--- src/rtl/register_bank_defs.sv ---
// Shared operation codes and flag bit positions for the register bank and the
// control sequencer that drives it.
package register_bank_defs;

    localparam logic [2:0] OP_HOLD = 3'd0;
    localparam logic [2:0] OP_LOAD = 3'd1;
    localparam logic [2:0] OP_INC  = 3'd2;
    localparam logic [2:0] OP_DEC  = 3'd3;
    localparam logic [2:0] OP_ASL  = 3'd4;
    localparam logic [2:0] OP_LSR  = 3'd5;
    localparam logic [2:0] OP_ROL  = 3'd6;
    localparam logic [2:0] OP_ROR  = 3'd7;

    localparam int FLAG_C     = 0;
    localparam int FLAG_Z     = 1;
    localparam int FLAG_N     = 2;
    localparam int FLAG_COUNT = 3;

endpackage

--- src/rtl/register_op_unit.sv ---
// Combinational datapath for the single in-place operation applied to the
// addressed register; carry passes through untouched for LOAD/INC/DEC.
module register_op_unit
    import register_bank_defs::*;
#(
    parameter int WIDTH = 8
) (
    input  logic [2:0]       op_i,
    input  logic [WIDTH-1:0] r_i,
    input  logic [WIDTH-1:0] in_i,
    input  logic             carry_in_i,
    input  logic             carry_cur_i,
    output logic [WIDTH-1:0] result_o,
    output logic             carry_next_o,
    output logic             write_en_o
);

    always_comb begin
        // NOTE: every output gets a default first so no path through the case infers a latch.
        result_o     = r_i;
        carry_next_o = carry_cur_i;
        write_en_o   = 1'b1;
        case (op_i)
            OP_HOLD: write_en_o = 1'b0;
            OP_LOAD: result_o = in_i;
            OP_INC:  result_o = r_i + WIDTH'(1);
            OP_DEC:  result_o = r_i - WIDTH'(1);
            OP_ASL: begin
                carry_next_o = r_i[WIDTH-1];
                result_o     = {r_i[WIDTH-2:0], 1'b0};
            end
            OP_LSR: begin
                carry_next_o = r_i[0];
                result_o     = {1'b0, r_i[WIDTH-1:1]};
            end
            OP_ROL: begin
                carry_next_o = r_i[WIDTH-1];
                result_o     = {r_i[WIDTH-2:0], carry_in_i};
            end
            OP_ROR: begin
                carry_next_o = r_i[0];
                result_o     = {carry_in_i, r_i[WIDTH-1:1]};
            end
            default: write_en_o = 1'b0;
        endcase
    end

endmodule

--- src/rtl/register_bank.sv ---
// DEPTH x WIDTH register bank with two unbypassed combinational read ports,
// one operate-in-place write port and registered Z/N/C flags.
module register_bank
    import register_bank_defs::*;
#(
    parameter int WIDTH  = 8,
    parameter int DEPTH  = 4,
    parameter int ADDR_W = $clog2(DEPTH)
) (
    input  logic              CLK,
    input  logic              RST,
    input  logic              CE,
    input  logic [2:0]        OP,
    input  logic [ADDR_W-1:0] WADDR,
    input  logic [WIDTH-1:0]  IN,
    input  logic              CARRY_IN,
    input  logic [ADDR_W-1:0] RADDR_A,
    input  logic [ADDR_W-1:0] RADDR_B,
    output logic [WIDTH-1:0]  OUT_A,
    output logic [WIDTH-1:0]  OUT_B,
    output logic              CARRY_OUT,
    output logic              ZERO,
    output logic              NEG
);

    localparam logic [ADDR_W:0] DEPTH_L = (ADDR_W + 1)'(DEPTH);

    logic [WIDTH-1:0]      regs_q [DEPTH];
    logic [WIDTH-1:0]      regs_d [DEPTH];
    logic [FLAG_COUNT-1:0] flags_q;
    logic [FLAG_COUNT-1:0] flags_d;

    logic [WIDTH-1:0] r_cur;
    logic [WIDTH-1:0] result;
    logic             carry_next;
    logic             write_en;
    logic             waddr_ok;

    assign waddr_ok = ({1'b0, WADDR} < DEPTH_L);

    // Address-decoded muxes: addresses with no matching register read as zero.
    always_comb begin
        r_cur = '0;
        OUT_A = '0;
        OUT_B = '0;
        for (int i = 0; i < DEPTH; i++) begin
            if (WADDR == ADDR_W'(i))   r_cur = regs_q[i];
            if (RADDR_A == ADDR_W'(i)) OUT_A = regs_q[i];
            if (RADDR_B == ADDR_W'(i)) OUT_B = regs_q[i];
        end
    end

    register_op_unit #(
        .WIDTH(WIDTH)
    ) u_op_unit (
        .op_i        (OP),
        .r_i         (r_cur),
        .in_i        (IN),
        .carry_in_i  (CARRY_IN),
        .carry_cur_i (flags_q[FLAG_C]),
        .result_o    (result),
        .carry_next_o(carry_next),
        .write_en_o  (write_en)
    );

    always_comb begin
        regs_d  = regs_q;
        flags_d = flags_q;
        if (CE && waddr_ok && write_en) begin
            for (int i = 0; i < DEPTH; i++) begin
                if (WADDR == ADDR_W'(i)) regs_d[i] = result;
            end
            flags_d[FLAG_C] = carry_next;
            flags_d[FLAG_Z] = (result == '0);
            flags_d[FLAG_N] = result[WIDTH-1];
        end
    end

    // NOTE: the storage is a small flop array, not a RAM, so it takes the async reset
    // and OUT_x reads zero during reset.
    always_ff @(posedge CLK or posedge RST) begin
        if (RST) begin
            for (int i = 0; i < DEPTH; i++) regs_q[i] <= '0;
            flags_q <= '0;
        end else begin
            regs_q  <= regs_d;
            flags_q <= flags_d;
        end
    end

    assign CARRY_OUT = flags_q[FLAG_C];
    assign ZERO      = flags_q[FLAG_Z];
    assign NEG       = flags_q[FLAG_N];

endmodule

--- config.mk ---
export PLATFORM = sky130hd
export DESIGN_NAME = register_bank
export DESIGN_NICKNAME = d
export VERILOG_FILES = /design/src/rtl/register_bank_defs.sv /design/src/rtl/register_op_unit.sv /design/src/rtl/register_bank.sv
export SDC_FILE = /design/constraint.sdc
export NUM_CORES = 1
export LEC_CHECK = 0
export BUFFER_PORTS_ARGS = -buffer_cell sky130_fd_sc_hd__buf_4
export CAP_MARGIN = 20
export CELL_PAD_IN_SITES_DETAIL_PLACEMENT = 0
export CELL_PAD_IN_SITES_GLOBAL_PLACEMENT = 1
export CORE_AREA = 5 5 77 93
export DETAILED_ROUTE_END_ITERATION = 7
export DIE_AREA = 0 0 82 98
export PLACE_DENSITY_LB_ADDON = 0.1
export SYNTH_ARGS = -nofsm -noshare
export SYNTH_HDL_FRONTEND = slang
export SYNTH_HIERARCHICAL = 1
export SYNTH_SLANG_ARGS = --single-unit
--- constraint.sdc ---
create_clock -name CLK -period 3.9 [get_ports CLK]
set_clock_uncertainty 0.2 [all_clocks]
set_input_delay 0.39 -clock CLK [delete_from_list [all_inputs] [get_ports CLK]]
set_output_delay 0.39 -clock CLK [all_outputs]
set_load 0.02 [all_outputs]
After elaboration in Yosys (flattened, before gate mapping)
Cells that the tools add are included. Widths: inputs -> output; s select.

Flip-flop bits (word level): 35. Input port bits: 21. Output and inout bits: 19. Word-level logic and storage cells: 53.

Add/subtract/negate cells: 2. Equal/unequal tests: 16. Muxes and demuxes: 15. Reduce and logical (&&, ||, !) cells: 14.

Operator list (count): $mux 8 (12); $pmux 8 s7 (1); $eq 2x2->1 const B (6); $eq 3x3->1 const B (4); $reduce_and 2->1 (5); $add 8x1->8 const B (1); $logic_not 8->1 (1); $sub 8x1->8 const B (1); $eq 2x1->1 const B (3); $eq 3x2->1 const B (2); $logic_not 2->1 (3); $reduce_or 2->1 (2); $eq 3x1->1 const B (1); $logic_not 3->1 (1); $pmux 1 s2 (1); $reduce_bool 2->1 (1); $logic_and 1x1->1 (1); $mux 1 (1).

Depth between registers and ports, before layout
Depth after elaboration: 8. Mapped depth: 12. Depth with buffers taken out: 10.

Modules after synthesis
The synthesis kept the hierarchy.

By module, submodules not included: register_bank (times used 1, cells each 112, area each 2025.7 um2); register_op_unit (times used 1, cells each 123, area each 787.0 um2).

Least setup slack after synthesis
Ideal clock, no wire load.

Kind: input-to-reg. Start: input port WADDR[1]. End: register flags_q[1]. Setup time: 0.120 ns. Data arrival time: 3.012 ns. Data required time: 3.580 ns. Slack: 0.568 ns. Stages: 10. Path buffers: 2. Path through: buf_6 -> mux4_2 -> buf_6 -> or4_4 -> o311a_4 -> nor4_4 -> nor3b_1 -> nor3_2 -> nor4_1 -> a41o_2.

Longest elaborated chain between the ends: 8. Elaborated cells on any way between the ends: 12.

Ends and longest elaborated chain: from (decl) (line register_bank.sv:14) `input logic [ADDR_W-1:0] WADDR,`; $logic_not 2->1 (line register_bank.sv:47) `if (WADDR == ADDR_W'(i)) r_cur = regs_q[i];`; $mux 8 (3 in series) (line register_bank.sv:47); $mux 8 * (line register_bank.sv:47); named net r_cur[1] (line register_bank.sv:33) `logic [WIDTH-1:0] r_cur;`; $sub 8x1->8 / $add 8x1->8 (equally long branches) (line register_op_unit.sv:27, register_op_unit.sv:26); $pmux 8 s7 * (line register_op_unit.sv:23) `case (op_i)`; named net result[7] (line register_bank.sv:34) `logic [WIDTH-1:0] result;`; $logic_not 8->1 * (line register_bank.sv:74) `flags_d[FLAG_Z] = (result == '0);`; to (signal assigned) (line register_bank.sv:87) `flags_q <= flags_d;`; to (decl) (line register_bank.sv:30) `logic [FLAG_COUNT-1:0] flags_q;`.

The timed path passes the listed nets; every way through them passes the cells marked *. A chain may end at the register's enable or synchronous reset.

Worst setup path in the final report
Start: register regs_q[1] in the netlist's numbering. End: register flags_q[1].

Longest elaborated chain between the ends: 4. Elaborated cells on any way between the ends: 5.

Ends and longest elaborated chain: from (decl) (line register_bank.sv:28) `logic [WIDTH-1:0] regs_q [DEPTH];`; from (signal assigned) (line register_bank.sv:86) `regs_q <= regs_d;`; $mux 8 * (line register_bank.sv:47); named net r_cur[1] (line register_bank.sv:33); $sub 8x1->8 / $add 8x1->8 (equally long branches) (line register_op_unit.sv:27, register_op_unit.sv:26); $pmux 8 s7 * (line register_op_unit.sv:23); named net result[6] (line register_bank.sv:34); $logic_not 8->1 * (line register_bank.sv:74).

Marks and branches as above.

==> summary.md <==
The run finished with clean final reports. The cell total after placement is 338, and the clock input transition at the sequential cells of the worst setup and hold paths is 0.08 ns. The overall die area is 0.008036 mm², and the placed wire-length estimate is 5.105 mm.

The final standard cell count with taps included and fillers excluded was 348; the first-pass GRT wire length was 11.47 mm. The antenna diode count came out at 0. Among the stages of the critical path, the cell type that occurs most often is nor4_1.

The maximum number of pins on one net before global-route repair is 35. The total placed instance area is 0.003090 mm². The smallest clock period supported by the final layout is computed as 3.283 ns. OpenSTA, run right after detailed placement, puts the worst setup slack at 0.3671 ns. For this block, the initial DRC count from the detailed router was 33. Routability-driven placement finished with a final weighted congestion of 0.8601.

In this run the vertical extent of the chip is 98 µm. The mapped netlist covers 0.002813 mm². In the final timing run, aggregate negative setup slack is 0 ns. The critical path arrival was 3.26 ns. The number of vias in the routed layout came out at 2083.

The worst hold path passes through 2 cells. Average footprint of a synthesized cell: 11.97 µm². The critical path in this run is classified as reg2reg.

Global routing used 18.98% of the available tracks across all layers. Traced cell by cell, the critical path runs through mux4_2 > xnor2_1 > ha_1 > or4_1 > nor4_1 > o31ai_1 > o21ai_0 > o21a_1 > nor4_1 > a41o_2. Setup repair after global routing left no endpoint under its margin. The share of async-settable or async-resettable flops after synthesis came out at 100.0%. For this run, the post-layout net count is 284.

The worst pin sits at a relative slew slack of 55.53%. In this run the count of I/O pins placed on the die edge is 40. Setup slack after layout: 0.6171 ns. In this run, CTS created clock tree buffers numbering 5. Once the floorplan was initialized, standard cells occupied 45.03% of the core.

The cell count after synthesis was 235. Transition time of the tightest slew-check pin: 0.6671 ns. For the required time reported for the critical path endpoint, the log shows 3.88 ns. Sequential elements use 31.14% of the synthesized area. In this run the number of cells on the critical path is 10. The routed wire length was 7.097 mm. The total area inside the core boundary comes to 0.006246 mm². In this run, post-CTS repair resized a total of 0 instances.

The sequential cell area in the final layout was 875.8 µm². The tools report the peak supply drop as 0.3291 mV. Measured along the x axis, the die boundary spans 82 µm.

Number of global-route vias before repair: 2122. STA classifies the critical path endpoint as a register. The worst register-to-register path has a depth of 10. After detailed routing, the number of remaining DRC violations is 0. The H-tree generated during clock tree synthesis spans 2 levels.

The worst setup path is launched from a register. Counting flops with a built-in enable in the synthesized netlist gives 0. The type of the worst min-delay path was in2reg.

In the layout the commonest cells are 43 x buf_4, 35 x dfrtp_1, 27 x mux2_2. The static power due to leakage was 1.373 nW. The power density over cell area is 643.4 mW/mm². The upper clock frequency limit is 304.6 MHz, and the count of final setup violators is 0.

The distinct cell type count after synthesis is 52. The run gives 0 as the number of pins with negative max-slew slack in the final report. The detailed-router iteration count before antenna repair was 4; the latest clock arrival within the worst-skew pair was 0.29 ns. The root buffer cell was clkbuf_8.

The largest single stage delay on the critical path is 0.59 ns. Of all nets on the critical path, the largest fanout is 9. The run gives 0 as the final count of hold timing violations. The synthesized flop and latch total is 35. Leaving out fill and tap cells, the most frequent cell in the layout is buf_4.

Max-cap violations in this run came to 0. In this run the deepest clock path goes through 2 buffers. The run gives 0 as the initial antenna violation count. The number of warnings issued by yosys was 6; the count of buffer and inverter cells on the critical path was 0. The net count after synthesis is 257. TritonCTS built the clock tree. The standard-cell row count is 32. Cells with a size suffix above 1 make up 45.63% of the layout. The post-detailed-route via-to-cell ratio came out at 5.986. The count of input and output buffers is 39, and the detailed-route wire length per cell is 20.39 µm. The area of the multi-input gates was 0.001763 mm²; the number of fill cells was 610. With fillers left out, the area of the finished cells amounts to 0.003217 mm². Library cell contributing the largest single delay on the critical path: mux4_2.

Compared with the post-synthesis result, the final layout area differs by 14.37%. The global route total overflow came out at 0. The detail route stage leaves a number of antenna-violating nets equal to 0.

The worst path uses 84.18% of the clock period. Grouping stages by cell kind, the critical path spends the most delay in simple AND/OR/NAND/NOR gates. The prevailing post-synth register cell was dfrtp_1. For the number of clock sinks seen by CTS, the log shows 35.
[Yosys cell counts, types with 2 or more instances]
| cell type | count | area share [%] |
|---|---|---|
| buf_6 | 6 | 2.4 |
| a211oi_1 | 2 | 0.53 |
| o21a_1 | 3 | 0.80 |
| nand2_1 | 7 | 0.93 |
| a21oi_1 | 13 | 2.3 |
| buf_2 | 6 | 1.1 |
| dfrtp_1 | 35 | 31 |
| mux2i_1 | 8 | 2.8 |
| mux2_2 | 27 | 11 |
| or4_1 | 3 | 0.80 |
| mux4_2 | 24 | 19 |
| nand2b_1 | 3 | 0.67 |
| o21ai_0 | 9 | 1.6 |
| nand4b_4 | 2 | 1.7 |
| and4_1 | 2 | 0.62 |
| xnor2_1 | 3 | 0.93 |
| nor2_1 | 9 | 1.2 |
| nor2b_1 | 3 | 0.67 |
| nand3_1 | 6 | 1.1 |
| or3_1 | 3 | 0.67 |
| nor3_1 | 5 | 0.89 |
| nor4_1 | 3 | 0.67 |
| inv_1 | 6 | 0.80 |
| clkbuf_1 | 10 | 1.3 |
| nand3b_1 | 2 | 0.53 |
| mux2_4 | 8 | 4.3 |
| o31ai_1 | 2 | 0.53 |
[cell families (layout without fill, tap and decap cells)]
| kind of cell | count (synthesis) | after routing | share of synthesized area (%) |
|---|---|---|---|
| AO/OA/AOI/OAI | 40 | 40 | 9.653 |
| multiplexers | 67 | 67 | 37.14 |
| AND/OR/NAND/NOR | 57 | 57 | 14.19 |
| buffers and inverters | 31 | 59 | 6.183 |
| XOR/XNOR | 4 | 4 | 1.246 |
| flip-flops | 35 | 35 | 31.14 |
| adder cells (fa/ha/maj) | 1 | 1 | 0.4448 |
[flip-flops by register name (all words and copies together) (netlist names)]
signal,flops
regs_q,32
flags_q,3
[power breakdown]
group | internal [mW] | total (mW) | switching, mW | leakage [nW]
clock | 0.124 | 0.260 | 0.136 | 0.0402
sequential | 0.519 | 0.673 | 0.154 | 0.439
combinational | 0.592 | 1.14 | 0.544 | 0.894
[final cells by class]
type	instances	area share (%)
multi-input cells	169	54.80
flip-flops and latches	35	27.23
repair buffers	45	11.20
well taps	85	3.306
clock buffers	5	2.139
inverters	6	0.7001
clock inverters	3	0.6223
[per-layer routing]
layer	vias to the layer above	global-route usage [%]	share of wire, %
li1	971	-	-
met1	1074	24.64	43
met2	33	33.04	54
met3	5	2.675	2.6
met4	0	4.220	0.96
met5	-	0	0
[final timing paths]
kind                       startpoint    endpoint  slack [ns]
max                         regs_q[1]  flags_q[1]        0.62
min                                CE  flags_q[1]        0.29
max reg2reg                 regs_q[1]  flags_q[1]        0.62
min reg2reg                flags_q[2]  flags_q[2]        0.32
max in group asynchronous         RST  regs_q[28]        2.61
min in group asynchronous         RST   regs_q[2]        0.52
[metrics by stage]
stage | utilization [%] | hold slack (ns) | power [mW]
after global routing | 51.50 | 0.2979 | 2.206
after floorplan | - | 0.3081 | 1.483
after detailed placement | 49.48 | 0.3081 | 1.811
after CTS | 50.90 | 0.1500 | 2.082
after global placement | 49.48 | 0.2960 | 1.797
final | 51.50 | 0.2929 | 2.070
[timing repair]
action                    4_1_cts  5_1_grt
hold endpoints to repair        0       24
hold buffers                    0        1
setup buffers                   0        0
(Power assumes the default switching activity.)
